--- src/rtl/dnn_arb_pkg.sv ---
// dnn_arb_pkg: shared types and helpers for the DNN write-request arbiter.
package dnn_arb_pkg;

   localparam int unsigned ARB_STATE_W = 2;

   typedef enum logic [ARB_STATE_W-1:0] {
      IDLE      = 2'd0,
      ISSUE     = 2'd1,
      WAIT_DONE = 2'd2
   } arb_state_t;

   // Width of the PU id sent to the bridge: one bit wider than the index.
   function automatic int unsigned pu_id_width(input int unsigned num_pu);
      return $clog2(num_pu) + 1;
   endfunction

endpackage

--- src/rtl/dnn_rr_arbiter.sv ---
// dnn_rr_arbiter: combinational round-robin pick of the first requester
// at or after the pointer, wrapping NUM_PU-1 -> 0.
module dnn_rr_arbiter
   import dnn_arb_pkg::*;
#(
   parameter int unsigned NUM_PU = 2,
   parameter int unsigned IDX_W  = (NUM_PU > 1) ? $clog2(NUM_PU) : 1
)(
   input  logic [NUM_PU-1:0] i_req,
   input  logic [IDX_W-1:0]  i_ptr,
   output logic [NUM_PU-1:0] o_grant,
   output logic [IDX_W-1:0]  o_idx,
   output logic              o_valid
);

   logic [NUM_PU-1:0] w_rot;

   // Rotate the request vector so the pointer position lands on bit 0.
   assign w_rot = NUM_PU'({i_req, i_req} >> i_ptr);

   // First set bit of the rotated vector, mapped back to an absolute PU index.
   always_comb begin
      int unsigned v_sum;
      v_sum   = 0;
      o_valid = 1'b0;
      o_idx   = '0;
      o_grant = '0;
      for (int unsigned j = 0; j < NUM_PU; j++) begin
         if (!o_valid && w_rot[j]) begin
            o_valid = 1'b1;
            v_sum   = 32'(i_ptr) + j;
            if (v_sum >= NUM_PU) v_sum = v_sum - NUM_PU;
            o_idx   = IDX_W'(v_sum);
         end
      end
      if (o_valid) o_grant = NUM_PU'(1) << o_idx;
   end

endmodule

--- src/rtl/dnn_wr_req_arbiter.sv ---
// dnn_wr_req_arbiter: shares the bridge write-request port among NUM_PU PUs.
// Round-robin grant, one write in flight, completion routed back to the owner.
// Optional wr_done watchdog enabled by defining DNN_WR_ARB_TIMEOUT_EN.
module dnn_wr_req_arbiter
   import dnn_arb_pkg::*;
#(
   parameter int unsigned NUM_PU         = 2,
   parameter int unsigned ADDR_W         = 32,
   parameter int unsigned TX_SIZE_WIDTH  = 10,
   parameter int unsigned PU_ID_W        = pu_id_width(NUM_PU),
   parameter int unsigned TIMEOUT_CYCLES = 4096
)(
   input  logic                              clk,
   input  logic                              reset,
   input  logic [NUM_PU-1:0]                 pu_wr_req,
   input  logic [NUM_PU*ADDR_W-1:0]          pu_wr_addr,
   input  logic [NUM_PU*TX_SIZE_WIDTH-1:0]   pu_wr_size,
   output logic [NUM_PU-1:0]                 pu_wr_ready,
   output logic [NUM_PU-1:0]                 pu_wr_done,
   output logic                              wr_req,
   output logic [PU_ID_W-1:0]                wr_pu_id,
   output logic [ADDR_W-1:0]                 wr_addr,
   output logic [TX_SIZE_WIDTH-1:0]          wr_req_size,
   input  logic                              wr_ready,
   input  logic                              wr_done,
   output logic                              busy,
   output logic                              timeout_err
);

   localparam int unsigned IDX_W = (NUM_PU > 1) ? $clog2(NUM_PU) : 1;

   arb_state_t                r_state;
   arb_state_t                w_state_nxt;
   logic [IDX_W-1:0]          r_ptr;
   logic [IDX_W-1:0]          r_id;
   logic [ADDR_W-1:0]         r_addr;
   logic [TX_SIZE_WIDTH-1:0]  r_size;
   logic [NUM_PU-1:0]         r_done;

   logic [NUM_PU-1:0]         w_grant;
   logic [IDX_W-1:0]          w_grant_idx;
   logic                      w_grant_valid;
   logic [ADDR_W-1:0]         w_sel_addr;
   logic [TX_SIZE_WIDTH-1:0]  w_sel_size;
   logic                      w_accept;
   logic                      w_complete;

   function automatic logic [IDX_W-1:0] ptr_after(input logic [IDX_W-1:0] idx);
      return (32'(idx) >= NUM_PU - 1) ? '0 : idx + IDX_W'(1);
   endfunction

   dnn_rr_arbiter #(
      .NUM_PU (NUM_PU),
      .IDX_W  (IDX_W)
   ) u_rr (
      .i_req   (pu_wr_req),
      .i_ptr   (r_ptr),
      .o_grant (w_grant),
      .o_idx   (w_grant_idx),
      .o_valid (w_grant_valid)
   );

   // Address/size of the granted PU.
   always_comb begin
      w_sel_addr = '0;
      w_sel_size = '0;
      for (int unsigned i = 0; i < NUM_PU; i++) begin
         if (w_grant[i]) begin
            w_sel_addr = pu_wr_addr[i*ADDR_W +: ADDR_W];
            w_sel_size = pu_wr_size[i*TX_SIZE_WIDTH +: TX_SIZE_WIDTH];
         end
      end
   end

`ifdef DNN_WR_ARB_TIMEOUT_EN
   localparam int unsigned CNT_W = (TIMEOUT_CYCLES > 1) ? $clog2(TIMEOUT_CYCLES) : 1;

   logic [CNT_W-1:0] r_cnt;
   logic             r_timeout_err;
   logic             w_cnt_expired;
   logic             w_timeout;

   assign w_cnt_expired = (r_cnt == CNT_W'(TIMEOUT_CYCLES - 1));
   assign w_timeout     = (r_state == WAIT_DONE) && !wr_done && w_cnt_expired;
   assign timeout_err   = r_timeout_err;

   // Watchdog: counts WAIT_DONE cycles from zero, error flag is sticky.
   always_ff @(posedge clk or negedge reset) begin
      if (!reset) begin
         r_cnt         <= '0;
         r_timeout_err <= 1'b0;
      end else begin
         if (r_state == WAIT_DONE && w_state_nxt == WAIT_DONE) r_cnt <= r_cnt + CNT_W'(1);
         else                                                  r_cnt <= '0;
         if (w_timeout) r_timeout_err <= 1'b1;
      end
   end
`else
   assign timeout_err = 1'b0;
`endif

   // Next-state and handshake decode.
   always_comb begin
      w_state_nxt = r_state;
      w_accept    = 1'b0;
      w_complete  = 1'b0;
      case (r_state)
         IDLE: begin
            if (w_grant_valid) begin
               w_accept = 1'b1;
               if (w_sel_size != '0) w_state_nxt = ISSUE;
            end
         end
         ISSUE: begin
            if (wr_ready) begin
               if (wr_done) begin
                  w_complete  = 1'b1;
                  w_state_nxt = IDLE;
               end else begin
                  w_state_nxt = WAIT_DONE;
               end
            end
         end
         WAIT_DONE: begin
            if (wr_done) begin
               w_complete  = 1'b1;
               w_state_nxt = IDLE;
            end
`ifdef DNN_WR_ARB_TIMEOUT_EN
            else if (w_cnt_expired) begin
               w_complete  = 1'b1;
               w_state_nxt = IDLE;
            end
`endif
         end
         default: w_state_nxt = IDLE;
      endcase
   end

   // State register.
   always_ff @(posedge clk or negedge reset) begin
      if (!reset) r_state <= IDLE;
      else        r_state <= w_state_nxt;
   end

   // Latch the accepted request, route the completion pulse, advance the pointer.
   always_ff @(posedge clk or negedge reset) begin
      if (!reset) begin
         r_ptr  <= '0;
         r_id   <= '0;
         r_addr <= '0;
         r_size <= '0;
         r_done <= '0;
      end else begin
         r_done <= '0;
         if (w_accept) begin
            r_id   <= w_grant_idx;
            r_addr <= w_sel_addr;
            r_size <= w_sel_size;
            if (w_sel_size == '0) begin
               r_done <= w_grant;
               r_ptr  <= ptr_after(w_grant_idx);
            end
         end
         if (w_complete) begin
            r_done <= NUM_PU'(1) << r_id;
            r_ptr  <= ptr_after(r_id);
         end
      end
   end

   // Accept strobe is also held off while reset is asserted, so nothing is
   // acknowledged that the registers cannot capture.
   assign pu_wr_ready = (r_state == IDLE && reset) ? w_grant : '0;
   assign pu_wr_done  = r_done;
   assign wr_req      = (r_state == ISSUE);
   assign wr_pu_id    = PU_ID_W'(r_id);
   assign wr_addr     = r_addr;
   assign wr_req_size = r_size;
   assign busy        = (r_state != IDLE);

endmodule

--- config.mk ---
export PLATFORM = sky130hd
export DESIGN_NAME = dnn_wr_req_arbiter
export DESIGN_NICKNAME = d
export VERILOG_FILES = /design/src/rtl/dnn_arb_pkg.sv /design/src/rtl/dnn_rr_arbiter.sv /design/src/rtl/dnn_wr_req_arbiter.sv
export SDC_FILE = /design/constraint.sdc
export NUM_CORES = 1
export LEC_CHECK = 0
export CAP_MARGIN = 40
export CORE_ASPECT_RATIO = 0.9
export CORE_MARGIN = 1.5
export CORE_UTILIZATION = 32
export DETAILED_ROUTE_END_ITERATION = 8
export GPL_ROUTABILITY_DRIVEN = 0
export PLACE_DENSITY_LB_ADDON = 0.15
export SETUP_SLACK_MARGIN = 0.2
export SLEW_MARGIN = 15
export SYNTH_ARGS = -nofsm -noshare
export SYNTH_HDL_FRONTEND = slang
export SYNTH_SLANG_ARGS = --single-unit
--- constraint.sdc ---
create_clock -name clk -period 4.75 [get_ports clk]
set_clock_uncertainty 0.1 [all_clocks]
set_input_delay 0.95 -clock clk [delete_from_list [all_inputs] [get_ports clk]]
set_output_delay 0.95 -clock clk [all_outputs]
set_load 0.05 [all_outputs]
==> out/metrics.csv, run 1 <==
metric,value,unit
crit_chain,clkdlybuf4s50_1 -> a21boi_2 -> and3_1 -> clkdlybuf4s50_1,
synth_commonest_cells,"nand2_1, dfrtp_1, o21ai_0",
synth_top_family_by_area,multiplexers,
synth_edf_count,0,
htreeDepth,2,
clock-sinks,48,
drc,0,
path_class,input port to output pin,
grt_antenna_before_repair,0,
setup_viol,0,
fillers,666,
die_h,85.20,um
cts_tree,yes,
path_common_cell,clkdlybuf4s50_1,
antenna_cells,0,
ios,141,
synthAdderAreaFrac,0.01563,
core,7148,um2
ir_drop,0.3507,mV
holdWs,0.3818,ns
die_x,94.33,um
vias,2138,
synth_area,2402,um2
wl_per_cell,13.53,um
worstMarginPinSlew,0.6991,ns
max_slew_margin,0.5339,
syn_to_final_growth,64.27,%
drtIter0Drc,48,
p_leak,1.719,nW
max_freq,0.2442,GHz
hp-class,flop to flop,
synthArstFlopShare,1.000,
synth_top_cells_by_area,"dfrtp_1, mux2i_1, o21ai_0",
syn_avg_cell_area,10.05,um2
powerDensity,670.3,nW/um2
rows,29,
numCtsBuffers,5,
dp_hpwl,4.845,mm
viasPerCell,4.588,
ctsResizeCount,0,
synth_top_area_frac,0.5000,
synth_simple_gate_area_share,0.1167,
yosysUniqueCellTypes,27,
cts.clk_slew.worst_paths,0.08,ns
ys_warn_count,0,
ctsHoldBuffers,0,
final_net_count,465,
reg2reg_depth,6,
synthMuxAreaShare,0.1599,
die_area,8036,um2
firstDrtPassIters,4,
start_kind,input port,
grtUsageTotal,0.1636,
yosysMostFrequentCell,nand2_1,
clockBufferDepth,2,
max_stage_delay,0.80,ns
seq_area_frac_synth,0.5000,
endpoint_kind,output pin,
status,"complete, no violations",
post-route-period-util,0.8623,
arrival,3.05,ns
detail-route-antenna-nets,0,
cts-root-buf,clkbuf_8,
drv_cap,0,
critPathMaxFanout,9,
grt_pass1_vias,2180,
clock_latency,0.30,ns
setup_tns,0,ns
whs_path_depth,2,
grt_start_max_net_pins,50,
drive_gt1_frac,0.05630,
synth_ff_type,dfrtp_1,
synth_xor_xnor_area_share,0,
gr-total-overflow,0,
slew_viol_final,0,
dpl_cell_area,3820,um2
routed_wirelength,6.306,mm
cp_slowest_cell,clkdlybuf4s50_1,
initial_utilization,0.3361,
design_area,3946,um2
synth_seq_cells,48,
cp.required,3.70,ns
synthCells,239,
synth_compound_area_frac,0.1448,
finalPower,2.645,mW
synth_top_area_cell,dfrtp_1,
rsz0062_at_grt,no,
grt_pass1_wl,10.27,mm
hold_viol,0,
min_period,4.096,ns
post_cts_buffers,0,
numPortBuffers,138,
==> where the power goes <==
part           switching (mW)  leakage, nW  internal [mW]  total [mW]
Sequential             0.0957        0.595          0.601       0.697
Clock                   0.132       0.0645          0.186       0.318
Combinational            1.08         1.06          0.549        1.63
Total                    1.31         1.72           1.34        2.65
==> worst paths after layout <==
kind	start	endpoint	slack, ns
max in group asynchronous	reset	wr_addr[21]	3.45
setup / recovery	pu_wr_req[0]	pu_wr_ready[0]	0.65
min in group asynchronous	reset	wr_addr[4]	0.69
hold / removal	wr_addr[4]	wr_addr[4]	0.38
setup reg to reg	r_ptr	r_state[0]	2.55
hold reg to reg	wr_addr[4]	wr_addr[4]	0.38
==> flip-flops by register name, summed over array words and instances, names as in the netlist <==
signal	cells
wr_addr	32
wr_req_size	10
pu_wr_done	2
r_state	2
r_id	1
r_ptr	1
==> layout by cell type, fill, tap and decap left out, drive strengths merged, types with 2 or more instances in the layout <==
cell           count
nand2             50
dfrtp             48
a21boi             2
buf                6
conb               2
clkbuf             7
a21oi              4
and3               2
inv                6
o21ai             43
nor4               4
ha                 3
a22oi              6
nor2               7
clkdlybuf4s50    136
mux2i             38
==> routing by layer <==
layer / up-vias / share of wire / GRT usage
met5: - / 0 / 0
met1: 954 / 0.46 / 0.2138
met4: 0 / 0.0068 / 0.03664
met2: 89 / 0.44 / 0.2623
met3: 6 / 0.096 / 0.05556
li1: 1089 / - / -
==> worst max-delay path: cells and delay by family <==
family,cells,cell delay [ns]
AOI/OAI and AO/OA,1,0.43
and+or+nand+nor,1,0.22
buffers and inverters,2,1.45
==> final cells by class <==
cell class                      instances  area [um2]  area share
Clock buffer                            7       96.34     0.02441
Clock inverter                          1       30.03    0.007609
Inverter                                6       22.52    0.005707
Multi-Input combinational cell        169        1076      0.2727
Sequential cell                        48        1201      0.3044
Tap cell                               93       116.4     0.02949
Timing Repair Buffer                  142        1404      0.3557
==> logic make-up after synthesis <==
kind of cell,Yosys count
AO/OA/AOI/OAI,60
adder cells (fa/ha/maj),3
buffers and inverters,23
flip-flops,48
multiplexers,38
other,1
AND/OR/NAND/NOR,66
==> through the flow <==
stage,util,setup slack (ns),cells
after detailed placement,0.5344,0.6842,458
final,0.5521,0.6542,466
after global placement,0.5344,0.7293,458
after global routing,0.5521,0.5856,466
after CTS,0.5521,0.6736,466
after floorplan,-,1.818,240
No activity file was read; power rests on OpenSTA's default activity.
==> run 2, diff against run 1 <==
SKIP_CTS_REPAIR_TIMING = 1   (was unset)
==> results of run 2 <==
No change in the layout: final DEF, timing and power equal those of run 1.
